===== src/rtl/multi_lane_hash_validator.sv =====
// multi_lane_hash_validator: checks LANES hashes per beat against a leading-zero
// difficulty, tracks the nonce of every lane through a 2-stage pipeline and
// captures the lowest winning nonce into a SEARCH/HOLD result register.
// Optional feature macro: HASH_VALIDATOR_STATS_EN adds saturating beat/hit counters.

// Per-lane difficulty check: hit when the top min(diff, HASH_W) bits are zero.
module mlhv_lane_cmp #(
    parameter int unsigned HASH_W = 256
) (
    input  logic [HASH_W-1:0] hash,
    input  logic [8:0]        diff,
    output logic              hit
);
    // Bit i sits HASH_W-1-i positions below the MSB; it matters only inside the window.
    always_comb begin
        hit = 1'b1;
        for (int unsigned i = 0; i < HASH_W; i++) begin
            if (((HASH_W - 1 - i) < 32'(diff)) && hash[i]) hit = 1'b0;
        end
    end
endmodule

module multi_lane_hash_validator #(
    parameter int unsigned LANES   = 4,
    parameter int unsigned HASH_W  = 256,
    parameter int unsigned NONCE_W = 32,
    parameter int unsigned INDEX   = 0
) (
    input  logic                      clk,
    input  logic                      rst,
    input  logic                      valid_i,
    input  logic                      newblock_i,
    input  logic [LANES*HASH_W-1:0]   hash_i,
    input  logic [8:0]                difficulty_i,
    output logic                      valid_o,
    output logic                      newblock_o,
    output logic                      success_o,
    output logic [LANES-1:0]          lane_hit_o,
    output logic                      res_valid_o,
    output logic [NONCE_W-1:0]        res_nonce_o,
    input  logic                      res_ready_i,
`ifdef HASH_VALIDATOR_STATS_EN
    output logic [31:0]               stat_beats_o,
    output logic [31:0]               stat_hits_o,
`endif
    output logic                      res_overflow_o
);
    localparam int unsigned STAGES = 2;

    typedef enum logic {SEARCH, HOLD} state_t;

    logic [LANES-1:0]                 lane_hit_c;
    logic [STAGES:0]                  vld_pipe;
    logic [STAGES:1]                  vld_pipe_q, vld_pipe_d;
    logic [STAGES:1]                  nb_pipe_q, nb_pipe_d;
    logic [STAGES:1][LANES-1:0]       hit_pipe_q, hit_pipe_d;
    logic [STAGES:1][NONCE_W-1:0]     base_pipe_q, base_pipe_d;
    logic [NONCE_W-1:0]               base_q, base_d, beat_base;
    logic [NONCE_W-1:0]               win_nonce;
    state_t                           state_q, state_d;
    logic [NONCE_W-1:0]               res_nonce_q, res_nonce_d;
    logic                             ovf_q, ovf_d;

    for (genvar k = 0; k < LANES; k++) begin : g_lane
        mlhv_lane_cmp #(.HASH_W(HASH_W)) u_cmp (
            .hash (hash_i[k*HASH_W +: HASH_W]),
            .diff (difficulty_i),
            .hit  (lane_hit_c[k])
        );
    end

    assign vld_pipe = {vld_pipe_q, valid_i};

    // Base nonce per beat plus the pipeline shift; hits are gated by valid at entry
    // so every later stage is already zero on idle beats.
    always_comb begin
        beat_base   = newblock_i ? NONCE_W'(INDEX) : base_q + NONCE_W'(LANES);
        base_d      = valid_i ? beat_base : base_q;
        vld_pipe_d  = vld_pipe_q;
        nb_pipe_d   = nb_pipe_q;
        hit_pipe_d  = hit_pipe_q;
        base_pipe_d = base_pipe_q;
        vld_pipe_d[1]  = vld_pipe[0];
        nb_pipe_d[1]   = valid_i & newblock_i;
        hit_pipe_d[1]  = valid_i ? lane_hit_c : '0;
        base_pipe_d[1] = beat_base;
        for (int unsigned s = 2; s <= STAGES; s++) begin
            vld_pipe_d[s]  = vld_pipe[s-1];
            nb_pipe_d[s]   = nb_pipe_q[s-1];
            hit_pipe_d[s]  = hit_pipe_q[s-1];
            base_pipe_d[s] = base_pipe_q[s-1];
        end
    end

    // Pipeline and base register; reset discards in-flight beats.
    always_ff @(posedge clk or negedge rst) begin
        if (!rst) begin
            base_q      <= NONCE_W'(INDEX);
            vld_pipe_q  <= '0;
            nb_pipe_q   <= '0;
            hit_pipe_q  <= '0;
            base_pipe_q <= '0;
        end else begin
            base_q      <= base_d;
            vld_pipe_q  <= vld_pipe_d;
            nb_pipe_q   <= nb_pipe_d;
            hit_pipe_q  <= hit_pipe_d;
            base_pipe_q <= base_pipe_d;
        end
    end

    assign valid_o    = vld_pipe_q[STAGES];
    assign newblock_o = nb_pipe_q[STAGES];
    assign lane_hit_o = hit_pipe_q[STAGES];
    assign success_o  = |hit_pipe_q[STAGES];

    // Lowest-indexed hit lane wins: scan downward so the lowest lane assigns last.
    always_comb begin
        win_nonce = base_pipe_q[STAGES];
        for (int k = int'(LANES) - 1; k >= 0; k--) begin
            if (hit_pipe_q[STAGES][k]) win_nonce = base_pipe_q[STAGES] + NONCE_W'(k);
        end
    end

    // Result FSM: capture in SEARCH, hold until handshake; a win during an idle
    // hold is dropped and flagged. Overflow set takes priority over a newblock clear.
    always_comb begin
        state_d     = state_q;
        res_nonce_d = res_nonce_q;
        ovf_d       = ovf_q;
        if (newblock_o) ovf_d = 1'b0;
        case (state_q)
            SEARCH: begin
                if (success_o) begin
                    res_nonce_d = win_nonce;
                    state_d     = HOLD;
                end
            end
            HOLD: begin
                if (res_ready_i) begin
                    if (success_o) res_nonce_d = win_nonce;
                    else           state_d     = SEARCH;
                end else if (success_o) begin
                    ovf_d = 1'b1;
                end
            end
            default: state_d = SEARCH;
        endcase
    end

    // Result state registers.
    always_ff @(posedge clk or negedge rst) begin
        if (!rst) begin
            state_q     <= SEARCH;
            res_nonce_q <= '0;
            ovf_q       <= 1'b0;
        end else begin
            state_q     <= state_d;
            res_nonce_q <= res_nonce_d;
            ovf_q       <= ovf_d;
        end
    end

    assign res_valid_o    = (state_q == HOLD);
    assign res_nonce_o    = res_nonce_q;
    assign res_overflow_o = ovf_q;

`ifdef HASH_VALIDATOR_STATS_EN
    logic [31:0] beats_q, beats_d, hits_q, hits_d;

    // Saturating counters; a newblock beat restarts both and counts as the first beat.
    always_comb begin
        beats_d = beats_q;
        hits_d  = hits_q;
        if (newblock_o) begin
            beats_d = 32'd1;
            hits_d  = success_o ? 32'd1 : 32'd0;
        end else if (valid_o) begin
            if (beats_q != '1)            beats_d = beats_q + 32'd1;
            if (success_o && hits_q != '1) hits_d = hits_q + 32'd1;
        end
    end

    // Counter registers.
    always_ff @(posedge clk or negedge rst) begin
        if (!rst) begin
            beats_q <= '0;
            hits_q  <= '0;
        end else begin
            beats_q <= beats_d;
            hits_q  <= hits_d;
        end
    end

    assign stat_beats_o = beats_q;
    assign stat_hits_o  = hits_q;
`endif
endmodule


===== config.mk =====
export PLATFORM = sky130hd
export DESIGN_NAME = multi_lane_hash_validator
export DESIGN_NICKNAME = d
export VERILOG_FILES = /design/src/rtl/multi_lane_hash_validator.sv
export SDC_FILE = /design/constraint.sdc
export NUM_CORES = 1
export LEC_CHECK = 0
export ABC_CLOCK_PERIOD_IN_PS = 3330
export CAP_MARGIN = 25
export CELL_PAD_IN_SITES_DETAIL_PLACEMENT = 1
export CELL_PAD_IN_SITES_GLOBAL_PLACEMENT = 1
export CORE_AREA = 4 4 420 422
export CTS_CLUSTER_DIAMETER = 60
export CTS_CLUSTER_SIZE = 14
export DETAILED_ROUTE_END_ITERATION = 8
export DIE_AREA = 0 0 424 426
export PLACE_DENSITY = 0.44
export SLEW_MARGIN = 30
export SYNTH_ARGS = -nofsm -noshare
export SYNTH_HDL_FRONTEND = slang
export SYNTH_SLANG_ARGS = --single-unit

===== constraint.sdc =====
create_clock -name clk -period 3.33 [get_ports clk]
set_input_delay 0.4995 -clock clk [delete_from_list [all_inputs] [get_ports clk]]
set_output_delay 0.4995 -clock clk [all_outputs]
set_load 0.05 [all_outputs]

==> summary.md, run 1 <==
| Metric | Value |
|---|---|
| Maximum number of pins on one net before global-route repair | `63` |
| Number of placement rows | `153` |
| Netlist Area Pre-Place | `14400 µm²` |
| TritonCTS Buffers | `17` |
| Hpwl dp | `253000 µm` |
| Number of fill cells in the layout | `20400` |
| FF+latch count, synth | `142` |
| Number of nets with antenna violations after detailed routing | `0` |
| Final core area utilization | `21.5%` |
| Main area contributors after synthesis | `dfrtp_1 (25%), a22oi_1 (11%), o21ai_0 (5.6%)` |
| Register area share after synthesis | `24.6%` |
| Failing checks | `setup timing` |
| Total clock sinks | `142` |
| Final weighted congestion in routability-driven placement | `1.03` |
| Total power | `8.59 mW` |
| All-layer global routing usage | `29.5%` |
| Static power due to leakage | `14.6 nW` |
| Area of the core region | `173000 µm²` |
| Count of distinct cell types in the synthesized netlist | `84` |
| List of cells traversed by the critical path | `buf_12, buf_12, buf_6, nor4_4, buf_4, buf_12, buf_12, nand2_8, buf_6, a222oi_1, nand4_1, nor4_4, nand4_1, buf_6, nor4_4` |
| Vert. Die Dim | `426 µm` |
| Cell type group with the largest total delay on the critical path | `simple AND/OR/NAND/NOR gates` |
| Total number of yosys warnings | `0` |
| Initial antenna violation count | `186` |
| Max frequency | `288 MHz` |
| Number of top-level design ports | `1079` |
| Max-cap check violation count | `0` |
| Power density normalized to cell area | `230 nW/µm²` |
| Clock root buffer master | `clkbuf_16` |
| Synthesized instance count | `1870` |
| Post-route minimum period | `3.47 ns` |
| Fraction of post-synthesis cell area in the top cell type by area | `24.6%` |
| Peak ir drop on the vdd network | `0.324 mV` |
| Worst relative slew slack | `24.4%` |
| Area of the die | `181000 µm²` |
| Highest net fanout along the worst path | `7` |
| Width of the chip | `424 µm` |
| Wire length per cell after detailed routing | `45.2 µm` |
| Worst hold path type | `in2async` |
| Average footprint of a synthesized cell | `7.72 µm²` |
| Number of flops mapped to enable cells by yosys | `0` |
| Via count normalized by instance count | `4.53` |
| Detailed-routing iteration count for the pre-antenna-repair pass | `8` |
| Critical path class | `in2reg` |
| CP max stage delay | `0.57 ns` |
| Hold violation total from the final report | `0` |
| Clock transition at path regs | `0.10 ns` |
| Total Wirelength | `279000 µm` |
| Arrival time of the worst setup path | `3.85 ns` |
| Final Max Slew Viols | `0` |
| Synth async-reset ratio | `100%` |
| Net count after synthesis | `2913` |
| Slew at the pin closest to its max-slew limit | `1.13 ns` |
| Grt total ovfl | `0` |
| Endpoint kind of the worst setup timing path | `flop` |
| Outcome | `finished with violations` |
| Cell repeated most along the worst path | `buf_12` |
| Residual DRC | `0` |
| Final-report setup violation count | `4` |
| Vias after detailed routing | `28000` |
| Worst endpoint required time | `3.72 ns` |
| Master of the slowest instance on the critical path | `a222oi_1` |
| TritonCTS clock tree | `yes` |
| Setup repair after global routing missed its margin | `true` |
| Worst setup slack after layout | `-0.139 ns` |
| IO buf count | `1078` |
| Effective utilization at floorplan | `8.34%` |
| Dominant synthesized flop cell | `dfrtp_1` |
| Vias in the first global route | `28600` |
| Final nets | `4839` |
| Synth-to-Final Area Change | `158%` |
| Setup TNS | `-0.366 ns` |
| Global-route wire length before repair | `340000 µm` |
| Final critical-path share of the clock period | `104%` |
| Final Hold Slack | `0.0609 ns` |
| Layout cell share with drive strength beyond 1 | `30.1%` |
| CTS H-tree lvls | `4` |
| Starting DRC count in detailed routing | `3079` |
| Clock insertion delay at the later pin of the skew report | `0.46 ns` |
| Number of buffers on the longest clock path | `2` |
| Buffering stage count on the worst path with inverters included | `8` |
| CP Launch Type | `input port` |
| Final worst clock skew | `0.0341 ns` |
| Cell taking the most area after synthesis | `dfrtp_1` |
final timing paths:
kind                                 start         endpoint  slack [ns]  cells after the start
min in group clk           base_pipe_d[38]  base_pipe_q[38]        0.34                      0
setup / recovery           difficulty_i[8]    hit_pipe_d[7]       -0.14                     15
hold reg to reg            base_pipe_d[38]  base_pipe_q[38]        0.34                      0
setup reg to reg             lane_hit_o[2]  res_nonce_o[28]        0.67                      9
max in group asynchronous              rst  base_pipe_q[61]        2.36                      2
hold / removal                         rst        base_q[4]        0.06                      1
cells in the final DEF (no fill, tap or decap), drive strengths merged, types with 27 or more instances in the layout:
| cell | n |
|---|---|
| nand2 | 213 |
| nor4 | 31 |
| a21oi | 121 |
| inv | 29 |
| a222oi | 35 |
| dfrtp | 142 |
| xor2 | 34 |
| a22o | 55 |
| nand3 | 80 |
| clkdlybuf4s50 | 1067 |
| mux2 | 27 |
| a221oi | 71 |
| a22oi | 206 |
| nand4 | 94 |
| o21ai | 182 |
| nor2 | 105 |
| diode | 42 |
| a32oi | 33 |
| buf | 954 |
metrics by stage:
| step | instances | instance area (µm²) | setup slack, ns |
|---|---|---|---|
| after floorplan | 1870 | 14400 | 0.454 |
| after global placement | 6059 | 35200 | -1.72 |
| after detailed placement | 6062 | 35300 | -1.48 |
| after CTS | 6122 | 36700 | -0.0702 |
| after global routing | 6158 | 37200 | -0.115 |
| final | 6176 | 37300 | -0.139 |
cell type report:
cell class	instances	area, µm²	share of cell area, %
Clock inverter	15	188	0.503
Antenna cell	42	105	0.282
Inverter	20	77.6	0.208
Tap cell	2325	2910	7.80
Multi-Input combinational cell	1592	11000	29.5
Clock buffer	17	425	1.14
Timing Repair Buffer	2023	19000	51.1
Sequential cell	142	3550	9.53
per-layer routing:
| metal | GRT usage [%] | vias up | routed length [µm] |
|---|---|---|---|
| li1 | - | 11600 | - |
| met4 | 12.8 | 50 | 14000 |
| met1 | 37.8 | 14100 | 118000 |
| met3 | 7.05 | 431 | 20900 |
| met5 | 0 | - | 344 |
| met2 | 47.1 | 1829 | 125000 |
synthesized netlist by cell type, types with 10 or more instances:
cell type,instances
mux2_2,27
inv_1,18
nand2_1,212
a221oi_1,70
a31oi_1,17
o21ai_1,20
nand3_1,80
a21oi_1,118
a222oi_1,35
nand4_1,94
nor3_1,21
nor4_1,25
and2_1,20
buf_2,41
o21ai_0,162
and3_1,20
dfrtp_1,142
a211oi_1,14
a32o_1,10
and4_1,12
o22ai_1,12
buf_1,11
nor2_1,104
xor2_1,34
o31ai_1,10
xnor2_1,23
a32oi_1,33
or4_1,10
a22oi_1,206
a22o_1,55
clkbuf_1,50
o211ai_1,14
cells by family (layout without fill, tap and decap cells):
group / count (synthesis) / count (layout) / share of synthesized area [%]
xor gates and xnor gates: 57 / 57 / 3.46
and+or+nand+nor: 645 / 645 / 22.9
AOI/OAI and AO/OA: 855 / 855 / 41.9
other: 0 / 42 / 0
muxes: 28 / 28 / 2.18
DFF: 142 / 142 / 24.6
buffers and inverters: 136 / 2075 / 4.39
adders and majority gates: 7 / 7 / 0.572
state kept, by name (all words and copies together) (netlist names):
register,flops
nb_pipe_q,2
lane_hit_o,4
res_nonce_o,32
res_overflow_o,1
vld_pipe_q,2
res_valid_o,1
base_pipe_q,32
hit_pipe_d,4
base_q,32
base_pipe_d,32
timing repair:
item,CTS,global route
buffers inserted,26,12
gates resized for setup,120,67
pin swaps,34,34
hold buffers,0,0
setup endpoints to repair,4,4
gates cloned,2,1
worst reg2reg max path: stages (launching register included):
cell      delay, ns
dfrtp_1        0.79
and2_1         0.24
o311ai_0       0.14
buf_4          0.20
nor4_1         0.34
and2_1         0.26
nand2_1        0.14
nor2_1         0.14
xnor2_1        0.16
o21ai_0        0.10
where the power goes:
group          internal (mW)  total, mW  switching, mW
registers               1.76       1.79         0.0314
logic                   2.25       4.71           2.46
clock network           1.15       2.09          0.943
Note: power is estimated with default switching activity, not from simulation.
==> run 2, diff against run 1 <==
--- a/config.mk
+++ b/config.mk
@@ -5,7 +5,7 @@
 export SDC_FILE = /design/constraint.sdc
 export NUM_CORES = 1
 export LEC_CHECK = 0
-export ABC_CLOCK_PERIOD_IN_PS = 3330
+export ABC_CLOCK_PERIOD_IN_PS = 3200
 export CAP_MARGIN = 25
 export CELL_PAD_IN_SITES_DETAIL_PLACEMENT = 1
 export CELL_PAD_IN_SITES_GLOBAL_PLACEMENT = 1
==> constraint.sdc (replaced) <==
create_clock -name clk -period 3.2 [get_ports clk]
set_input_delay 0.48 -clock clk [delete_from_list [all_inputs] [get_ports clk]]
set_output_delay 0.48 -clock clk [all_outputs]
set_load 0.05 [all_outputs]
==> summary.md, run 2 (same netlist as run 1, synthesis figures left out) <==
| Metric | Value |
|---|---|
| Total power | `8.83 mW` |
| Wire length per cell after detailed routing | `45.2 µm` |
| TritonCTS Buffers | `17` |
| Total clock sinks | `142` |
| Outcome | `finished with violations` |
| Synth-to-Final Area Change | `160%` |
| Master of the slowest instance on the critical path | `nor4_2` |
| Grt total ovfl | `0` |
| Total Wirelength | `280000 µm` |
| CP max stage delay | `0.61 ns` |
| Max frequency | `298 MHz` |
| Power density normalized to cell area | `235 nW/µm²` |
| Hold buffer count at cts | `0` |
| Final-report setup violation count | `4` |
| Maximum number of pins on one net before global-route repair | `69` |
| Leading cell types in the layout, fill and taps excluded | `clkdlybuf4s50_1 (1066), buf_4 (828), nand2_1 (202)` |
| Endpoint kind of the worst setup timing path | `flop` |
| Post-route minimum period | `3.36 ns` |
| Area of the die | `181000 µm²` |
| Clock insertion delay at the later pin of the skew report | `0.46 ns` |
| Final core area utilization | `21.7%` |
| Highest net fanout along the worst path | `7` |
| Via count normalized by instance count | `4.55` |
| Leading cell type in the layout, fill and taps excluded | `clkdlybuf4s50_1` |
| Critical path class | `in2reg` |
| Cell repeated most along the worst path | `buf_4` |
| Vias after detailed routing | `28100` |
| Residual DRC | `0` |
| Final worst clock skew | `0.0370 ns` |
| CTS H-tree lvls | `4` |
| Peak ir drop on the vdd network | `0.307 mV` |
| Worst setup slack after layout | `-0.155 ns` |
| Number of placement rows | `153` |
| Clock transition at path regs | `0.11 ns` |
| Slew at the pin closest to its max-slew limit | `1.36 ns` |
| Area of all placed cells without fillers | `37500 µm²` |
| Max-cap check violation count | `0` |
| Count of placed standard cells including taps | `6059` |
| Failing checks | `setup timing` |
| Layout cell share with drive strength beyond 1 | `30.9%` |
| Vias in the first global route | `28700` |
| Worst hold path type | `in2async` |
| TritonCTS clock tree | `yes` |
| List of cells traversed by the critical path | `buf_12, buf_8, buf_4, buf_4, buf_4, nand4_1, buf_6, buf_4, nor2_1, a22oi_1, nand4_1, nor4_2, nand2_1, nor4_2, and4_1` |
| IO buf count | `1078` |
| Post-detailed-placement cell area | `35200 µm²` |
| CP Launch Type | `input port` |
| All-layer global routing usage | `29.5%` |
| Final Max Slew Viols | `0` |
| Setup repair after global routing missed its margin | `true` |
| Clock root buffer master | `clkbuf_16` |
| Hold violation total from the final report | `0` |
| Number of top-level design ports | `1079` |
| Setup TNS | `-0.360 ns` |
| Filler-free cell count of the finished design | `6191` |
| Width of the chip | `424 µm` |
| Reg2reg setup slack | `0.42 ns` |
| Final weighted congestion in routability-driven placement | `1.03` |
| Worst endpoint required time | `3.61 ns` |
| Final Hold Slack | `0.101 ns` |
| Hpwl dp | `254000 µm` |
| Cell type group with the largest total delay on the critical path | `simple AND/OR/NAND/NOR gates` |
| Final nets | `4847` |
| Arrival time of the worst setup path | `3.76 ns` |
| Detailed-routing iteration count for the pre-antenna-repair pass | `6` |
| Buffering stage count on the worst path with inverters included | `7` |
| Effective utilization at floorplan | `8.34%` |
| Post-placement worst setup slack | `-1.41 ns` |
| Number of nets with antenna violations after detailed routing | `0` |
| Number of buffers on the longest clock path | `2` |
| Static power due to leakage | `14.7 nW` |
| Global-route wire length before repair | `341000 µm` |
| Vert. Die Dim | `426 µm` |
| Starting DRC count in detailed routing | `3197` |
| Final critical-path share of the clock period | `105%` |
| Initial antenna violation count | `140` |
| Worst relative slew slack | `9.02%` |
| Area of the core region | `173000 µm²` |
[run 2: per-layer routing]
| layer | up-vias | share of wire (%) | GRT usage [%] |
|---|---|---|---|
| met4 | 46 | 4.8 | 11.8 |
| met5 | - | 0.10 | 0 |
| met2 | 1716 | 45 | 47.9 |
| met1 | 14400 | 43 | 37.8 |
| li1 | 11600 | - | - |
| met3 | 409 | 7.0 | 6.73 |
[run 2: final cells by class]
class | instances | area, µm²
well taps | 2325 | 2910
fillers | 20400 | 136000
diodes | 49 | 123
multi-input cells | 1592 | 11100
repair buffers | 2031 | 19200
inverters | 20 | 75.1
flip-flops and latches | 142 | 3550
clock buffers | 18 | 429
clock inverters | 14 | 123
[run 2: worst paths after layout]
kind / start / endpoint / depth (start not counted)
worst max-delay path: difficulty_i[7] / hit_pipe_d[5] / 15
worst min-delay path: rst / res_nonce_o[28] / 1
worst max register to register: lane_hit_o[2] / res_nonce_o[28] / 9
worst min register to register: base_pipe_d[38] / base_pipe_q[38] / 0
max in group asynchronous: rst / base_pipe_q[60] / 2
min in group clk: base_pipe_d[38] / base_pipe_q[38] / 0
[run 2: timing repair]
action,CTS,global route
gates resized for setup,182,56
setup endpoints to repair,4,5
cloned,2,1
endpoints found under the hold margin,0,0
pin swaps,52,27
setup buffers,46,8
[run 2: report_power, final]
part	internal [mW]	switching (mW)
Clock	1.02	0.972
Combinational	2.38	2.59
Sequential	1.83	0.0333
[run 2: worst register-to-register path: cells and delay by family, from the launching register on]
family	cells	cell delay, ns
AND/OR/NAND/NOR	5	1.18
XOR/XNOR	1	0.17
AO/OA/AOI/OAI	2	0.23
buffers and inverters	1	0.19
flip-flops	1	0.84
==> patch: new RTL, flow settings as in run 2 <==
Put one more register stage on the output `res_overflow_o`. The value now appears one clock later. The other outputs are not delayed to match.
--- a/src/rtl/multi_lane_hash_validator.sv
+++ b/src/rtl/multi_lane_hash_validator.sv
@@ -164,5 +164,7 @@
     assign res_valid_o    = (state_q == HOLD);
     assign res_nonce_o    = res_nonce_q;
-    assign res_overflow_o = ovf_q;
+    always_ff @(posedge clk) begin
+        res_overflow_o <= ovf_q;
+    end
 
 `ifdef HASH_VALIDATOR_STATS_EN
Check against the original RTL: not equivalent (Yosys sat finds a counterexample within 10 cycles, from zero or initial values and one cycle with rst low).
==> patch against run 2 <==
The run still ends with negative setup slack left; clock power is 4% lower; core utilization decreased by 0.064 points; area after synthesis is 1.5% lower; power fell by 1.2%; global-route usage is 0.23 points higher; sequential cell count increased by 1; worst setup slack got worse by 65 ps; design area decreased by 0.30%; routed wire length grew 0.47%; via count is 1.7% lower.
==> patch: results (changes against run 2) <==
* Multi-input gate share of the layout cell area at 29.0% (-0.61 points)
* Non-clock buffer share at 51.4% (+0.22 points)
* Violated checks: negative setup slack
* Post-synth ARST share at 99.3% (-0.70 points)
* Status: finished, violations left
* Invs w/o clock at 30 (+50%)
* Synth Net Count at 2857 (-1.9%)
* Global Route Usage Sum at 29.8% (+0.23 points)
* Final WS setup at -221 ps (-65.3 ps)
* Seq/total area at 9.55% (+0.082 points)
* P per Cell Area at 233 nW/µm² (-0.93%)
* Worst R2R End: base_q[26]
* Reg2reg start: base_q[2]
* CP endpoint: hit_pipe_d[6]
* Final setup viols at 4 (unchanged)
* Leak pwr at 14.8 nW (+0.50%)
* Final-layout clock-cell area share at 1.51% (+0.041 points)
* Vias in the first global route at 28.7k (+0.15%)
* Post-Syn Instances at 1814 (-3.0%)
* Largest net degree at the start of global routing at 109 (+58%)
* Non-clock buffers at 2057 (+1.3%)
* R2r setup slk at 450 ps (+30 ps)
* Worst path max stage delay at 360 ps (-250 ps)
* Synth cell types at 91 (+8.3%)
* CLK BUF at 21 (+3)
* Final setup TNS at -676 ps (-316 ps)
* Post-route insts no fill at 6185 (-0.097%)
* Net count, final at 4820 (-0.56%)
* Area post-placement at 35300 µm² (+0.31%)
* Worst setup path startpoint: difficulty_i[6]
* Initial antenna violation count at 179 (+28%)
* Met3 Usage GRT at 8.23% (+1.5 points)
* Met2 wire len at 134 mm (+5.8%)
* Final hold slack at 347 ps (+245 ps)
* Share of cells above drive strength 1 at 31.7% (+0.80 points)
* Placed Cells at 6039 (-0.33%)
patch: cell types whose count changed after synthesis, moves of 9 or more:
cell	delta
nand3_1	-18
nand4_1	-23
and2_1	-11
nand2_1	-29
o21a_1	+9
nor2_1	+18
inv_1	+11
a22oi_1	-18
a32oi_1	-10
a21oi_1	+25
o21ai_1	-14
a22o_1	+16
patch: report_power, final:
part	total (mW)	internal, mW	switching (mW)
Clock	1.92	1.08	0.841
Sequential	1.86	1.83	0.0217
Combinational	4.95	2.39	2.56
Total	8.72	5.30	3.42
patch: cell families after synthesis:
family	Yosys count	synth area share [%]
AO/OA/AOI/OAI	858	43.3
XOR/XNOR	56	3.45
adder cells (fa/ha/maj)	10	0.792
buffers and inverters	143	4.61
flip-flops	143	25.1
multiplexers	28	2.22
AND/OR/NAND/NOR	576	20.5
patch: what timing repair did:
item,CTS,global route
hold endpoints to repair,34,0
hold buffers,1,0
gates cloned,1,0
setup endpoints to repair,4,4
setup buffers,44,3
resized for setup,140,75
pin swaps,40,40
